<file path="src/rtl/alu_pkg.sv">
// alu_pkg: shared definitions for the ALU issue slice.
//   - ALU ctrl code constants (ALU_ADD .. ALU_SRA)
//   - opcode (instruction[31:26]) and funct (instruction[5:0]) constants
//   - issue_t: one decoded entry headed for the EX stage
package alu_pkg;

    localparam int unsigned DATA_W = 32;

    localparam logic [3:0] ALU_ADD = 4'b0000;
    localparam logic [3:0] ALU_SUB = 4'b0001;
    localparam logic [3:0] ALU_AND = 4'b0010;
    localparam logic [3:0] ALU_OR  = 4'b0011;
    localparam logic [3:0] ALU_SLT = 4'b0100;
    localparam logic [3:0] ALU_XOR = 4'b0101;
    localparam logic [3:0] ALU_NOR = 4'b0110;
    localparam logic [3:0] ALU_SLL = 4'b0111;
    localparam logic [3:0] ALU_SRL = 4'b1000;
    localparam logic [3:0] ALU_SRA = 4'b1001;

    localparam logic [5:0] OP_RTYPE = 6'h00;
    localparam logic [5:0] OP_BEQ   = 6'h04;
    localparam logic [5:0] OP_BNE   = 6'h05;
    localparam logic [5:0] OP_ADDI  = 6'h08;
    localparam logic [5:0] OP_ADDIU = 6'h09;
    localparam logic [5:0] OP_SLTI  = 6'h0A;
    localparam logic [5:0] OP_ANDI  = 6'h0C;
    localparam logic [5:0] OP_ORI   = 6'h0D;
    localparam logic [5:0] OP_XORI  = 6'h0E;
    localparam logic [5:0] OP_LUI   = 6'h0F;
    localparam logic [5:0] OP_LW    = 6'h23;
    localparam logic [5:0] OP_SW    = 6'h2B;

    localparam logic [5:0] FN_SLL  = 6'h00;
    localparam logic [5:0] FN_SRL  = 6'h02;
    localparam logic [5:0] FN_SRA  = 6'h03;
    localparam logic [5:0] FN_SLLV = 6'h04;
    localparam logic [5:0] FN_SRLV = 6'h06;
    localparam logic [5:0] FN_SRAV = 6'h07;
    localparam logic [5:0] FN_ADD  = 6'h20;
    localparam logic [5:0] FN_ADDU = 6'h21;
    localparam logic [5:0] FN_SUB  = 6'h22;
    localparam logic [5:0] FN_SUBU = 6'h23;
    localparam logic [5:0] FN_AND  = 6'h24;
    localparam logic [5:0] FN_OR   = 6'h25;
    localparam logic [5:0] FN_XOR  = 6'h26;
    localparam logic [5:0] FN_NOR  = 6'h27;
    localparam logic [5:0] FN_SLT  = 6'h2A;

    typedef struct packed {
        logic [3:0]        ctrl;
        logic [DATA_W-1:0] x;
        logic [DATA_W-1:0] y;
        logic [4:0]        dst;
        logic              reg_we;
        logic              illegal;
    } issue_t;

endpackage

</file>
<file path="src/rtl/alu_decode.sv">
// alu_decode: combinational translation of decoded instruction fields into an issue_t.
// Inputs : opcode, funct, shamt, imm, rt_idx, rd_idx, rs_val, rt_val
// Outputs: issue (ctrl, x, y, dst, reg_we, illegal)
// Unsupported opcode/funct yields an all-zero entry with illegal=1.
module alu_decode
    import alu_pkg::*;
(
    input  logic [5:0]        opcode,
    input  logic [5:0]        funct,
    input  logic [4:0]        shamt,
    input  logic [15:0]       imm,
    input  logic [4:0]        rt_idx,
    input  logic [4:0]        rd_idx,
    input  logic [DATA_W-1:0] rs_val,
    input  logic [DATA_W-1:0] rt_val,
    output issue_t            issue
);

    logic [DATA_W-1:0] imm_sext;
    logic [DATA_W-1:0] imm_zext;
    logic [DATA_W-1:0] shamt_ext;
    logic [DATA_W-1:0] rs_shamt;

    assign imm_sext  = {{(DATA_W-16){imm[15]}}, imm};
    assign imm_zext  = {{(DATA_W-16){1'b0}}, imm};
    assign shamt_ext = {{(DATA_W-5){1'b0}}, shamt};
    assign rs_shamt  = {{(DATA_W-5){1'b0}}, rs_val[4:0]};

    always_comb begin
        issue = '0;
        case (opcode)
            OP_RTYPE: begin
                issue.dst    = rd_idx;
                issue.reg_we = 1'b1;
                issue.x      = rs_val;
                issue.y      = rt_val;
                case (funct)
                    FN_ADD, FN_ADDU: issue.ctrl = ALU_ADD;
                    FN_SUB, FN_SUBU: issue.ctrl = ALU_SUB;
                    FN_AND:          issue.ctrl = ALU_AND;
                    FN_OR:           issue.ctrl = ALU_OR;
                    FN_XOR:          issue.ctrl = ALU_XOR;
                    FN_NOR:          issue.ctrl = ALU_NOR;
                    FN_SLT:          issue.ctrl = ALU_SLT;
                    FN_SLL:  begin issue.ctrl = ALU_SLL; issue.x = shamt_ext; end
                    FN_SRL:  begin issue.ctrl = ALU_SRL; issue.x = shamt_ext; end
                    FN_SRA:  begin issue.ctrl = ALU_SRA; issue.x = shamt_ext; end
                    FN_SLLV: begin issue.ctrl = ALU_SLL; issue.x = rs_shamt; end
                    FN_SRLV: begin issue.ctrl = ALU_SRL; issue.x = rs_shamt; end
                    FN_SRAV: begin issue.ctrl = ALU_SRA; issue.x = rs_shamt; end
                    default: begin
                        issue         = '0;
                        issue.illegal = 1'b1;
                    end
                endcase
            end
            OP_ADDI, OP_ADDIU, OP_LW, OP_SLTI, OP_ANDI, OP_ORI, OP_XORI: begin
                issue.x      = rs_val;
                issue.dst    = rt_idx;
                issue.reg_we = 1'b1;
                case (opcode)
                    OP_SLTI: begin issue.ctrl = ALU_SLT; issue.y = imm_sext; end
                    OP_ANDI: begin issue.ctrl = ALU_AND; issue.y = imm_zext; end
                    OP_ORI:  begin issue.ctrl = ALU_OR;  issue.y = imm_zext; end
                    OP_XORI: begin issue.ctrl = ALU_XOR; issue.y = imm_zext; end
                    default: begin issue.ctrl = ALU_ADD; issue.y = imm_sext; end
                endcase
            end
            OP_LUI: begin
                // lui is a left shift of the immediate by 16
                issue.ctrl   = ALU_SLL;
                issue.x      = DATA_W'(16);
                issue.y      = imm_zext;
                issue.dst    = rt_idx;
                issue.reg_we = 1'b1;
            end
            OP_SW: begin
                issue.ctrl = ALU_ADD;
                issue.x    = rs_val;
                issue.y    = imm_sext;
            end
            OP_BEQ, OP_BNE: begin
                issue.ctrl = ALU_SUB;
                issue.x    = rs_val;
                issue.y    = rt_val;
            end
            default: begin
                issue.illegal = 1'b1;
            end
        endcase
    end

endmodule

</file>
<file path="src/rtl/alu_issue.sv">
// alu_issue: ID-to-EX issue stage for the ALU.
// Inputs : clk, rst_n, flush, in_valid + instruction fields, rs_val/rt_val, out_ready
// Outputs: in_ready, out_valid, ctrl, x, y, dst, reg_we, illegal
// Main register M drives the outputs; skid register S absorbs one extra entry so that
// in_ready comes straight from a flop (!S.valid) with no path from out_ready.
module alu_issue
    import alu_pkg::*;
#(
    parameter int unsigned W = DATA_W
) (
    input  logic         clk,
    input  logic         rst_n,
    input  logic         flush,
    input  logic         in_valid,
    output logic         in_ready,
    input  logic [5:0]   opcode,
    input  logic [5:0]   funct,
    input  logic [4:0]   shamt,
    input  logic [15:0]  imm,
    input  logic [4:0]   rt_idx,
    input  logic [4:0]   rd_idx,
    input  logic [W-1:0] rs_val,
    input  logic [W-1:0] rt_val,
    output logic         out_valid,
    input  logic         out_ready,
    output logic [3:0]   ctrl,
    output logic [W-1:0] x,
    output logic [W-1:0] y,
    output logic [4:0]   dst,
    output logic         reg_we,
    output logic         illegal
);

    issue_t dec;
    issue_t m_q, m_d, s_q, s_d;
    logic   m_valid_q, m_valid_d, s_valid_q, s_valid_d;
    logic   accept, drain;

    alu_decode u_decode (
        .opcode (opcode),
        .funct  (funct),
        .shamt  (shamt),
        .imm    (imm),
        .rt_idx (rt_idx),
        .rd_idx (rd_idx),
        .rs_val (rs_val),
        .rt_val (rt_val),
        .issue  (dec)
    );

    assign in_ready = !s_valid_q;
    assign accept   = in_valid && !s_valid_q;
    assign drain    = m_valid_q && out_ready;

    always_comb begin
        m_d       = m_q;
        s_d       = s_q;
        m_valid_d = m_valid_q;
        s_valid_d = s_valid_q;
        if (flush) begin
            m_valid_d = 1'b0;
            s_valid_d = 1'b0;
        end else if (s_valid_q) begin
            // S full means in_ready is low, so no accept can coincide here
            if (drain) begin
                m_d       = s_q;
                s_valid_d = 1'b0;
            end
        end else if (accept) begin
            if (!m_valid_q || drain) begin
                m_d       = dec;
                m_valid_d = 1'b1;
            end else begin
                s_d       = dec;
                s_valid_d = 1'b1;
            end
        end else if (drain) begin
            m_valid_d = 1'b0;
        end
    end

    always_ff @(posedge clk or negedge rst_n) begin
        if (!rst_n) begin
            m_q       <= '0;
            s_q       <= '0;
            m_valid_q <= 1'b0;
            s_valid_q <= 1'b0;
        end else begin
            m_q       <= m_d;
            s_q       <= s_d;
            m_valid_q <= m_valid_d;
            s_valid_q <= s_valid_d;
        end
    end

    assign out_valid = m_valid_q;
    assign ctrl      = m_q.ctrl;
    assign x         = m_q.x;
    assign y         = m_q.y;
    assign dst       = m_q.dst;
    assign reg_we    = m_q.reg_we;
    assign illegal   = m_q.illegal;

endmodule

</file>
<file path="config.mk">
export PLATFORM = sky130hd
export DESIGN_NAME = alu_issue
export DESIGN_NICKNAME = d
export VERILOG_FILES = /design/src/rtl/alu_pkg.sv /design/src/rtl/alu_decode.sv /design/src/rtl/alu_issue.sv
export SDC_FILE = /design/constraint.sdc
export NUM_CORES = 1
export LEC_CHECK = 0
export CAP_MARGIN = 20
export CORE_UTILIZATION = 54
export CTS_CLUSTER_DIAMETER = 200
export DETAILED_ROUTE_END_ITERATION = 8
export PLACE_DENSITY = 0.91
export SETUP_SLACK_MARGIN = 0.3
export SLEW_MARGIN = 10
export SYNTH_ARGS = -nofsm -noshare
export SYNTH_HDL_FRONTEND = slang
export SYNTH_HIERARCHICAL = 1
export SYNTH_SLANG_ARGS = --single-unit
</file>
<file path="constraint.sdc">
create_clock -name clk -period 4.6 [get_ports clk]
set_clock_uncertainty 0.1 [all_clocks]
set_input_delay 0.92 -clock clk [delete_from_list [all_inputs] [get_ports clk]]
set_output_delay 0.92 -clock clk [all_outputs]
set_load 0.005 [all_outputs]
</file>
==> qor.csv <==
metric,value,unit
status,finished clean,
muxShareOfSynthArea,32.8,%
synth.avg_cell_area,13.4,um^2
min_period,3.68,ns
required,4.85,ns
synth-seq-area-share,49.1,%
grt_pass1_vias,5895,
dpl-instance-area,9700,um^2
cts_tree,yes,
fillers,873,
pin_count,189,
period_share,80.1,%
end_kind,register,
synthSimpleGateAreaFrac,4.46,%
gp_congestion,0.834,
syn2layout_area_growth,33.5,%
htree_levels,4,
crit_type,in -> reg,
yosys_most_used_dff,dfrtp_1,
clk_pin_slew,0.06,ns
fin_hold_ws,0.384,ns
drt-pass1-iter-count,5,
die_w,122,um
dp_hpwl,12100,um
power_frac_seq,42.8,%
cts_resized,0,
clock.fmax,272,MHz
antenna_found_initial,0,
max_stage_delay,0.65,ns
synthArstFlopShare,100,%
cp_data_arrival_time,3.94,ns
rows,43,
fin_ws,0.918,ns
core,13900,um^2
synth_area_leaders,"dfrtp_1 (49%), mux2_2 (25%), mux2_1 (7.3%), a22o_1 (2.4%), a21boi_1 (1.9%)",
wl,18400,um
netlist_area,7750,um^2
p_per_area,343,nW/um^2
startpoint_type,input port,
cp_max_fo,27,
rsz0062_at_grt,false,
synth_most_common_cell,mux2_2,
nets,863,
synth_compound_area_share,9.44,%
place_ws,0.570,ns
hp-class,reg -> reg,
start_util,55.6,%
p_leak,4.88,nW
grt_max_degree,85,
die_h,122,um
switching_power,0.777,mW
worst_pin_slew,1.12,ns
cp_cell_sequence,clkdlybuf4s50_1 > or4_4 > nor4_4 > nand3_2 > a21boi_1 > mux2_2 > mux2_2,
p_comb_share,14.3,%
syn-instance-count,578,
synth_nets,690,
drtIter0Drc,289,
insertion_delay,0.42,ns
setup_viol,0,
cts_sinks,152,
track_usage,25.8,%
postLayoutCellArea,10300,um^2
port_buffers,188,
worst_path_max_delay_cell,or4_4,
synthAdderAreaFrac,0.129,%
n_antenna_cell,0,
cpMostUsedCell,mux2_2,
cts_setup_buffers,0,
yosysUniqueCellTypes,50,
numCtsBuffers,17,
ant_nets,0,
cts_root_buffer,clkbuf_16,
pwr-share-clk,42.9,%
cts_buffer_depth,2,
synthTopCellsByCount,"mux2_2 (175), dfrtp_1 (152), mux2_1 (50)",
synth_top_family_by_area,multiplexers,
final_max_slew_viol_count,0,
power.internal,2.77,mW
ctsHoldBuffers,0,
swShare,21.9,%
synth_xor_area_share,0.113,%
yosys_warnings,6,
drive_above_1_share,29.4,%
grt_overflow,0,
vias_per_cell,5.82,
vias,5484,
cap_violations,0,
drc,0,
synth_top_area_share,49.1,%
yosysTopAreaCell,dfrtp_1,
ys_ff_latch,152,
setup_tns,0,ns
crit_family,simple AND/OR/NAND/NOR gates,
cp.buffers_inverters,1,
ir_drop,242,uV
wl_per_cell,19.5,um
timing_hold_violations_final,0,
die-area,14800,um^2
max_slew_margin,25.5,%
synth_edf_count,0,
grt_pass1_wl,29300,um
==> worst paths after layout <==
kind,slack (ns),to,from,depth (start not counted)
worst max-delay path,0.92,x[14],opcode[1],7
worst min-delay path,0.38,s_q[66],s_q[66],1
worst max register to register,1.67,x[18],s_valid_q,4
worst min register to register,0.38,s_q[66],s_q[66],1
max in group asynchronous,2.98,x[26],rst_n,2
min in group asynchronous,0.45,y[20],rst_n,1
==> cell families (layout without fill, tap and decap cells) <==
kind of cell,after synthesis,count (layout)
AO/OA/AOI/OAI,96,96
AND/OR/NAND/NOR,48,48
multiplexers,226,226
adder cells (fa/ha/maj),1,1
flip-flops,152,152
XOR/XNOR,1,1
buffers and inverters,54,239
==> through the flow <==
stage	utilization [%]	cells	total power [mW]
floorplan	-	578	1.75
global placement	69.6	912	2.02
detailed placement	69.6	912	2.05
CTS	74.3	943	3.58
global route	74.3	943	3.68
finish	74.3	943	3.55
==> flip-flops by register name, summed over array words and instances (netlist names) <==
| name | cells |
|---|---|
| dst | 5 |
| s_q | 75 |
| x | 32 |
| reg_we | 1 |
| out_valid | 1 |
| s_valid_q | 1 |
| y | 32 |
| ctrl | 4 |
| illegal | 1 |
==> layout make-up <==
cell class                      instances  area [um^2]  area share (%)
Clock buffer                           23          478            4.62
Clock inverter                          8          168            1.62
Inverter                               11         41.3           0.399
Multi-Input combinational cell        372         3650            35.3
Sequential cell                       152         3810            36.8
Tap cell                              180          225            2.18
Timing Repair Buffer                  197         1980            19.1
==> cells in the final DEF (no fill, tap or decap), types with 2 or more instances in the layout <==
cell             Yosys  final
a211oi_1             2      2
a21boi_0             7      7
a21boi_1            20     20
a21o_1              16     16
a21oi_1              7      7
a22o_1              21     21
buf_12               0      2
buf_4                4      7
bufinv_16            0      5
clkbuf_1            16      3
clkbuf_16            0     17
clkbuf_8             0      3
clkdlybuf4s50_1      0    187
clkinv_2             0      2
dfrtp_1            152    151
inv_1               11     11
mux2_1              50     50
mux2_2             175    175
nand2_1              8      8
nand2b_1             4      4
nand3_1              3      3
nand3b_1             3      3
nand4_1             10     10
nor2_1               2      2
nor2b_1              2      2
nor3b_1              3      3
o211ai_1             6      6
o21ai_0              7      7
==> power groups by stage <==
| stage | logic (mW) | registers [mW] | clock network [mW] |
|---|---|---|---|
| after floorplan | 0.239 | 1.51 | 0 |
| after global placement | 0.490 | 1.53 | 0 |
| after detailed placement | 0.506 | 1.54 | 0 |
| after CTS | 0.512 | 1.52 | 1.55 |
| after global routing | 0.547 | 1.53 | 1.60 |
| final | 0.507 | 1.52 | 1.52 |
==> worst register-to-register path: stages (launching register included) <==
cell,delay (ns)
dfrtp_4,1.15
nand2_1,0.23
a221oi_4,0.49
buf_12,0.41
mux2_2,0.43
==> layer usage <==
metal	global-route usage (%)	vias to the layer above	share of wire [%]
li1	-	2470	-
met1	31.0	2777	42
met2	44.4	203	49
met3	6.79	34	6.5
met4	9.57	0	1.8
met5	0	-	0
(Power assumes the default switching activity.)
